[config.mk]
export PLATFORM = sky130hd
export DESIGN_NAME = instr_encoder
export DESIGN_NICKNAME = d
export VERILOG_FILES = /design/src/rtl/instr_encoder.sv
export SDC_FILE = /design/constraint.sdc
export NUM_CORES = 1
export LEC_CHECK = 0
export CORE_AREA = 2 2 475 477
export CTS_CLUSTER_SIZE = 20
export DETAILED_ROUTE_END_ITERATION = 10
export DIE_AREA = 0 0 477 479
export SETUP_SLACK_MARGIN = 0.02
export SLEW_MARGIN = 25
export SYNTH_ARGS = -nofsm -noshare
export SYNTH_HDL_FRONTEND = slang
export SYNTH_SLANG_ARGS = --single-unit
[constraint.sdc]
create_clock -name clk -period 4.4 [get_ports clk]
set_input_delay 1.1 -clock clk [delete_from_list [all_inputs] [get_ports clk]]
set_output_delay 1.1 -clock clk [all_outputs]
set_load 0.03 [all_outputs]
[src/rtl/instr_encoder.sv]
// Packs DDR4 command records into 4x32-bit instruction slots, pairs write bundles with one 512-bit data beat.
// Latency: out_valid the cycle after bundle close (no WR) or the cycle after the wdata handshake (WR).
// Backpressure: SEND holds out_data stable until out_ready; cmd_ready/wdata_ready drop outside their accept states.
//
// Ports:
//   clk, rst_n                  clock, synchronous active-low reset
//   cmd_valid/cmd_ready + cmd_* command record stream
//   wdata_valid/wdata_ready     512-bit write-data beat
//   flush                       close a non-empty partial bundle
//   out_data/out_valid/out_ready merged word {wdata, slots} toward the scheduler
//   bundles_sent                wrapping count of output handshakes
module instr_encoder #(
    parameter int BG_WIDTH   = 2,
    parameter int BANK_WIDTH = 2,
    parameter int COL_WIDTH  = 10,
    parameter int ROW_WIDTH  = 17,
    parameter int TIMEOUT    = 16
) (
    input  logic                  clk,
    input  logic                  rst_n,
    input  logic                  cmd_valid,
    output logic                  cmd_ready,
    input  logic [2:0]            cmd_type,
    input  logic [BG_WIDTH-1:0]   cmd_bg,
    input  logic [BANK_WIDTH-1:0] cmd_bank,
    input  logic [ROW_WIDTH-1:0]  cmd_addr,
    input  logic                  cmd_pall,
    input  logic                  wdata_valid,
    output logic                  wdata_ready,
    input  logic [511:0]          wdata,
    input  logic                  flush,
    output logic [639:0]          out_data,
    output logic                  out_valid,
    input  logic                  out_ready,
    output logic [31:0]           bundles_sent
);

    localparam logic [2:0] T_NOP = 3'd0;
    localparam logic [2:0] T_PRE = 3'd1;
    localparam logic [2:0] T_ACT = 3'd2;
    localparam logic [2:0] T_RD  = 3'd3;
    localparam logic [2:0] T_WR  = 3'd4;
    localparam logic [2:0] T_REF = 3'd5;
    localparam logic [2:0] T_ZQ  = 3'd6;

    typedef enum logic [1:0] {
        FILL    = 2'd0,
        WAIT_WD = 2'd1,
        SEND    = 2'd2
    } state_e;

    state_e        state_q, state_d;
    logic [2:0]    count_q, count_d;
    logic          has_wr_q, has_wr_d;
    logic [7:0]    timer_q, timer_d;
    logic [127:0]  slots_q, slots_d;
    logic [511:0]  wdata_q, wdata_d;
    logic [31:0]   bundles_q, bundles_d;

    logic [31:0]   slot_enc;
    logic          is_wr;
    logic          accept;
    logic          close;

    // Field widths in the slot are fixed; parameterised inputs are resized into them.
    logic [1:0]    bg_f;
    logic [1:0]    bank_f;
    assign bg_f   = 2'(cmd_bg);
    assign bank_f = 2'(cmd_bank);

    always_comb begin
        slot_enc = '0;
        case (cmd_type)
            T_PRE:        slot_enc = {8'b0, 16'b0, cmd_pall, bg_f, bank_f, cmd_type};
            T_ACT:        slot_enc = {8'b0, 17'(cmd_addr), bg_f, bank_f, cmd_type};
            T_RD, T_WR:   slot_enc = {8'b0, 17'(cmd_addr[COL_WIDTH-1:0]), bg_f, bank_f, cmd_type};
            T_NOP, T_REF,
            T_ZQ:         slot_enc = {29'b0, cmd_type};
            default:      slot_enc = '0;   // type 7 becomes a plain NOP
        endcase
    end

    assign is_wr = cmd_valid && (cmd_type == T_WR);

    always_comb begin
        state_d     = state_q;
        count_d     = count_q;
        has_wr_d    = has_wr_q;
        timer_d     = timer_q;
        slots_d     = slots_q;
        wdata_d     = wdata_q;
        bundles_d   = bundles_q;
        cmd_ready   = 1'b0;
        wdata_ready = 1'b0;
        out_valid   = 1'b0;
        accept      = 1'b0;
        close       = 1'b0;

        case (state_q)
            FILL: begin
                // A second WR cannot share a bundle: refuse it and close instead.
                cmd_ready = rst_n && !(has_wr_q && is_wr);
                accept    = cmd_valid && cmd_ready;

                if (accept) begin
                    slots_d[{count_q[1:0], 5'd0} +: 32] = slot_enc;
                    count_d = count_q + 3'd1;
                    if (is_wr) begin
                        has_wr_d = 1'b1;
                    end
                    timer_d = '0;
                end else if (count_q == 3'd0) begin
                    timer_d = '0;
                end else if (timer_q != 8'hFF) begin
                    timer_d = timer_q + 8'd1;
                end

                close = (accept && (count_q == 3'd3))
                     || (has_wr_q && is_wr)
                     || (flush && ((count_q != 3'd0) || accept))
                     || ((TIMEOUT != 0) && (count_q != 3'd0) && (timer_q == 8'(TIMEOUT)));

                if (close) begin
                    state_d = has_wr_d ? WAIT_WD : SEND;
                end
            end

            WAIT_WD: begin
                wdata_ready = rst_n;
                if (wdata_valid) begin
                    wdata_d = wdata;
                    state_d = SEND;
                end
            end

            SEND: begin
                out_valid = 1'b1;
                if (out_ready) begin
                    state_d   = FILL;
                    count_d   = '0;
                    has_wr_d  = 1'b0;
                    timer_d   = '0;
                    slots_d   = '0;
                    wdata_d   = '0;   // next bundle without WR must carry zero data
                    bundles_d = bundles_q + 32'd1;
                end
            end

            default: state_d = FILL;
        endcase
    end

    always_ff @(posedge clk) begin
        if (!rst_n) begin
            state_q   <= FILL;
            count_q   <= '0;
            has_wr_q  <= 1'b0;
            timer_q   <= '0;
            slots_q   <= '0;
            wdata_q   <= '0;
            bundles_q <= '0;
        end else begin
            state_q   <= state_d;
            count_q   <= count_d;
            has_wr_q  <= has_wr_d;
            timer_q   <= timer_d;
            slots_q   <= slots_d;
            wdata_q   <= wdata_d;
            bundles_q <= bundles_d;
        end
    end

    assign out_data     = {wdata_q, slots_q};
    assign bundles_sent = bundles_q;

endmodule

==> metrics.log <==
[metrics] number of flip-flops and latches in the synthesized netlist: approximately 650
[metrics] H-tree depth: 3
[metrics] final routed wirelength across all metal layers: ~150000 um
[metrics] iteration-0 DRC count of the detailed router: roughly 1700
[metrics] post-layout instance count excluding filler cells: between 6000 and 7000
[metrics] number of nets still failing antenna checks after routing: 0
[metrics] total count of hold-check failures in the final report: 0
[metrics] number of stages on the worst setup path: 5
[metrics] root buffer cell: sky130_fd_sc_hd__clkbuf_16
[metrics] Synth warnings: 0
[metrics] GR Util met2: 0.185
[metrics] launching point of the worst reg2reg path: state_q[0]
[metrics] Hold Path End: slots_q[85]
[metrics] cell family with the largest share of critical-path delay: buffers and inverters
[metrics] worst min-delay path class: register to register
[metrics] count of nets after finishing: 4028
[metrics] total vias in the final route: around 24000
[metrics] CP max-delay cell: sky130_fd_sc_hd__clkdlybuf4s50_1
[metrics] clock latency of the later-clocked register in the worst-skew pair: approximately 0.71 ns
[metrics] number of cells traversed by the worst hold path: 2
[metrics] Worst Path Max Fanout: 3
[metrics] TritonCTS clock tree: done
[metrics] final count of negative-setup-slack endpoints: 0
[metrics] post-synthesis cell area: ~23000 um^2
[metrics] clock-pin slew on the worst setup and hold paths: 0.06 ns
[metrics] global placer's final weighted congestion: about 0.93
[metrics] Area growth syn-to-layout: 79.0%
[metrics] run status: completed
[metrics] post-cts gate resize count: 0
[metrics] DP Cell Count: 6381
[metrics] Final Max Tran Viols: 0
[metrics] via count normalized by instance count: approximately 3.6
[metrics] achievable frequency: 0.257 GHz
[metrics] DRC errors left: 0
[metrics] Core Box Area: roughly 220000 um^2
[metrics] post-route cell area: approximately 41000 um^2
[metrics] number of instances in the synthesized netlist: around 2400
[metrics] die outline area: 228000 um^2
[metrics] startpoint-to-endpoint class of the critical path: input pin to primary output
[metrics] # Max-Cap Violations: 0
[metrics] cell area reported after detailed placement: 38100 um^2
[metrics] Most used DFF post-synth: sky130_fd_sc_hd__dfxtp_1
[metrics] Post-DP HPWL: around 120000 um
[metrics] largest voltage drop on the vdd net: 0.258 mV
[metrics] I/O pin total: ~1200
[metrics] worst slew pin tran: around 0.95 ns
[metrics] global-route met1 utilization: 0.139
[metrics] Mapped Avg Cell Area: roughly 9.7 um^2
[metrics] Max transition margin: 0.363
[metrics] number of core rows: roughly 170
[metrics] number of sinks driven by the clock tree: 654
[metrics] total setup buffers inserted after CTS: 0
[metrics] delay of the slowest critical-path stage: 0.70 ns
[metrics] category of the worst setup path capture point: primary output
[metrics] worst path arrival time: approximately 2.8 ns
[metrics] Total GRT Usage: 0.125
[metrics] clock tree skew after final layout: approximately 0.053 ns
[metrics] number of global-route vias before repair: 22489
[metrics] Die Span Y: roughly 480 um
[metrics] final setup TNS: 0 ns
[metrics] count of hold buffers inserted by post-cts repair: 0
[metrics] reg-to-reg slack, setup: approximately 1.9 ns
[metrics] Synth async-reset ratio: 0
[metrics] hold path start: slots_q[85]
[metrics] Inserted Clock Buffers: 84
[metrics] first drt pass iteration count: 5
[metrics] Design Power: 14.5 mW
[metrics] drt wl/cell: approximately 23 um
[metrics] Buf+Inv Stages, Crit Path: 2
[metrics] smallest hold slack: around 0.47 ns
[metrics] cell seen most often among critical-path stages: sky130_fd_sc_hd__clkdlybuf4s50_1
[metrics] global-route layer with the greatest usage: met2
[metrics] EDFF count, synth: 0
[metrics] Seq/Total Area, Yosys: 0.572
[metrics] post-layout min period: 3.89 ns
[metrics] cell leakage power: around 14 nW
[metrics] maximum count of clock buffers along a single path: 3
[metrics] first-pass GRT wire length: around 200000 um
[metrics] type of element launching the critical path: input pin
[metrics] cells along the critical path: clkdlybuf4s50_1 -> nor2_1 -> and3_1 -> a21oi_1 -> clkdlybuf4s50_1
[metrics] met3 track demand over resource in global routing: 0.0758
[metrics] Initial Utilization: 0.102
[metrics] Horiz. Die Dim: 477 um
[metrics] number of cells on the worst reg-to-reg path: 6
[metrics] r2r endpoint: wdata_q[435]
[metrics] initial antenna violation count: 113
[metrics] post-synthesis cell type count: between 40 and 50
[metrics] pin count of the biggest net entering global routing: between 150 and 200
[metrics] power per cell area: 353 nW/um^2
[metrics] GR Overflow Total: 0
[metrics] IO buf count: around 1200
[metrics] Req. time, crit path: about 3.3 ns
[metrics] period utilisation layout: 0.883
[metrics] proportion of layout cells with a drive suffix above 1: 0.0678
[metrics] RSZ-0062 raised after global routing: false
[per-stage QoR]
step	setup WS [ns]	utilization
floorplan	1.31	-
global placement	0.509	0.170
detailed placement	0.506	0.170
CTS	0.490	0.183
global route	0.434	0.183
finish	0.513	0.183
[cell type report]
| cell class | count | area, um^2 |
|---|---|---|
| Antenna cell | 41 | 103 |
| Clock buffer | 117 | 2390 |
| Clock inverter | 35 | 414 |
| Fill cell | 24660 | 183000 |
| Inverter | 20 | 82.6 |
| Multi-Input combinational cell | 1471 | 8630 |
| Sequential cell | 654 | 13100 |
| Tap cell | 2992 | 3740 |
| Timing Repair Buffer | 1244 | 12500 |
[cell usage after synthesis (all sizes together) (7+ instances only)]
cell    count  area [um^2]
o21ai      24          120
nor3       15         80.1
a21oi      13         65.1
nor2      555         2080
o31ai      47          353
a32o       40          438
buf       154          905
nor4       12         75.1
ha         10          125
dfxtp     654        13100
a22oi     513         3850
clkbuf     96          360
xnor2      26          228
nand3      64          320
a22o        8         70.1
inv        20         75.1
nand2      55          209
nand4       7         50.1
[sequential cells by signal, indices dropped and copies added (netlist names)]
signal and count:
slots_q 96, wdata_q 512, count_q 3, timer_q 8, bundles_sent 32, state_q 2
has_wr_q 1
[where the power goes]
part | leakage, nW | switching, mW | internal (mW) | total (mW)
Sequential | 5.27 | 0.0350 | 5.97 | 6.00
Combinational | 7.03 | 0.745 | 0.637 | 1.38
Clock | 1.37 | 2.91 | 4.16 | 7.07
[logic make-up (layout without fill, tap and decap cells)]
| family | Yosys count | after routing | share of synthesized area |
|---|---|---|---|
| buf+inv | 270 | 1416 | 0.0585 |
| compound gates | 655 | 655 | 0.217 |
| other cells | 1 | 73 | 0.000164 |
| simple gates | 745 | 745 | 0.135 |
| fa+ha+maj | 10 | 10 | 0.00547 |
| flops | 654 | 654 | 0.572 |
| mux | 1 | 1 | 0.000492 |
| xor+xnor | 28 | 28 | 0.0107 |
[layout by cell type, fill, tap and decap left out, types with 13 or more instances in the layout]
cell type                         Yosys  layout
sky130_fd_sc_hd__o21ai_0             21      21
sky130_fd_sc_hd__o31ai_1             47      47
sky130_fd_sc_hd__conb_1               1      32
sky130_fd_sc_hd__xnor2_1             26      25
sky130_fd_sc_hd__clkinv_2             0      13
sky130_fd_sc_hd__nand2_1             54      54
sky130_fd_sc_hd__nor3_1              14      13
sky130_fd_sc_hd__buf_12               0      17
sky130_fd_sc_hd__nor2_1             555     554
sky130_fd_sc_hd__diode_2              0      41
sky130_fd_sc_hd__a21oi_1             13      13
sky130_fd_sc_hd__buf_4               33      43
sky130_fd_sc_hd__a22oi_1            513     513
sky130_fd_sc_hd__clkbuf_1            96      18
sky130_fd_sc_hd__a32o_2              30      30
sky130_fd_sc_hd__dfxtp_1            654     654
sky130_fd_sc_hd__inv_1               19      19
sky130_fd_sc_hd__clkbuf_16            0      85
sky130_fd_sc_hd__nand3_1             64      64
sky130_fd_sc_hd__clkbuf_8             0      14
sky130_fd_sc_hd__clkdlybuf4s50_1      0    1183
[worst max-delay path by stage]
stage	start	end	slack, ns
4_1_cts	cmd_type[1]	cmd_ready	0.49
3_3_place_gp	cmd_type[1]	cmd_ready	0.51
3_5_place_dp	cmd_type[1]	cmd_ready	0.51
6_report	cmd_type[1]	cmd_ready	0.51
5_1_grt	cmd_type[1]	cmd_ready	0.43
2_1_floorplan	cmd_type[1]	cmd_ready	1.31
[worst register-to-register path, cell delays in order, from the launching register on]
cell	delay [ns]
sky130_fd_sc_hd__dfxtp_1	0.49
sky130_fd_sc_hd__inv_1	0.22
sky130_fd_sc_hd__nor3_2	0.39
sky130_fd_sc_hd__buf_12	0.23
sky130_fd_sc_hd__buf_12	0.42
sky130_fd_sc_hd__a22oi_1	0.54
sky130_fd_sc_hd__nor2_1	0.13
[routing by layer]
metal  vias to the layer above  wire (um)
met5                         -        502
met4                        82       7960
met3                       304      20400
met2                      1259      64400
met1                     11278      57200
li1                      10726          -
Power figures use the tool's default switching activity.
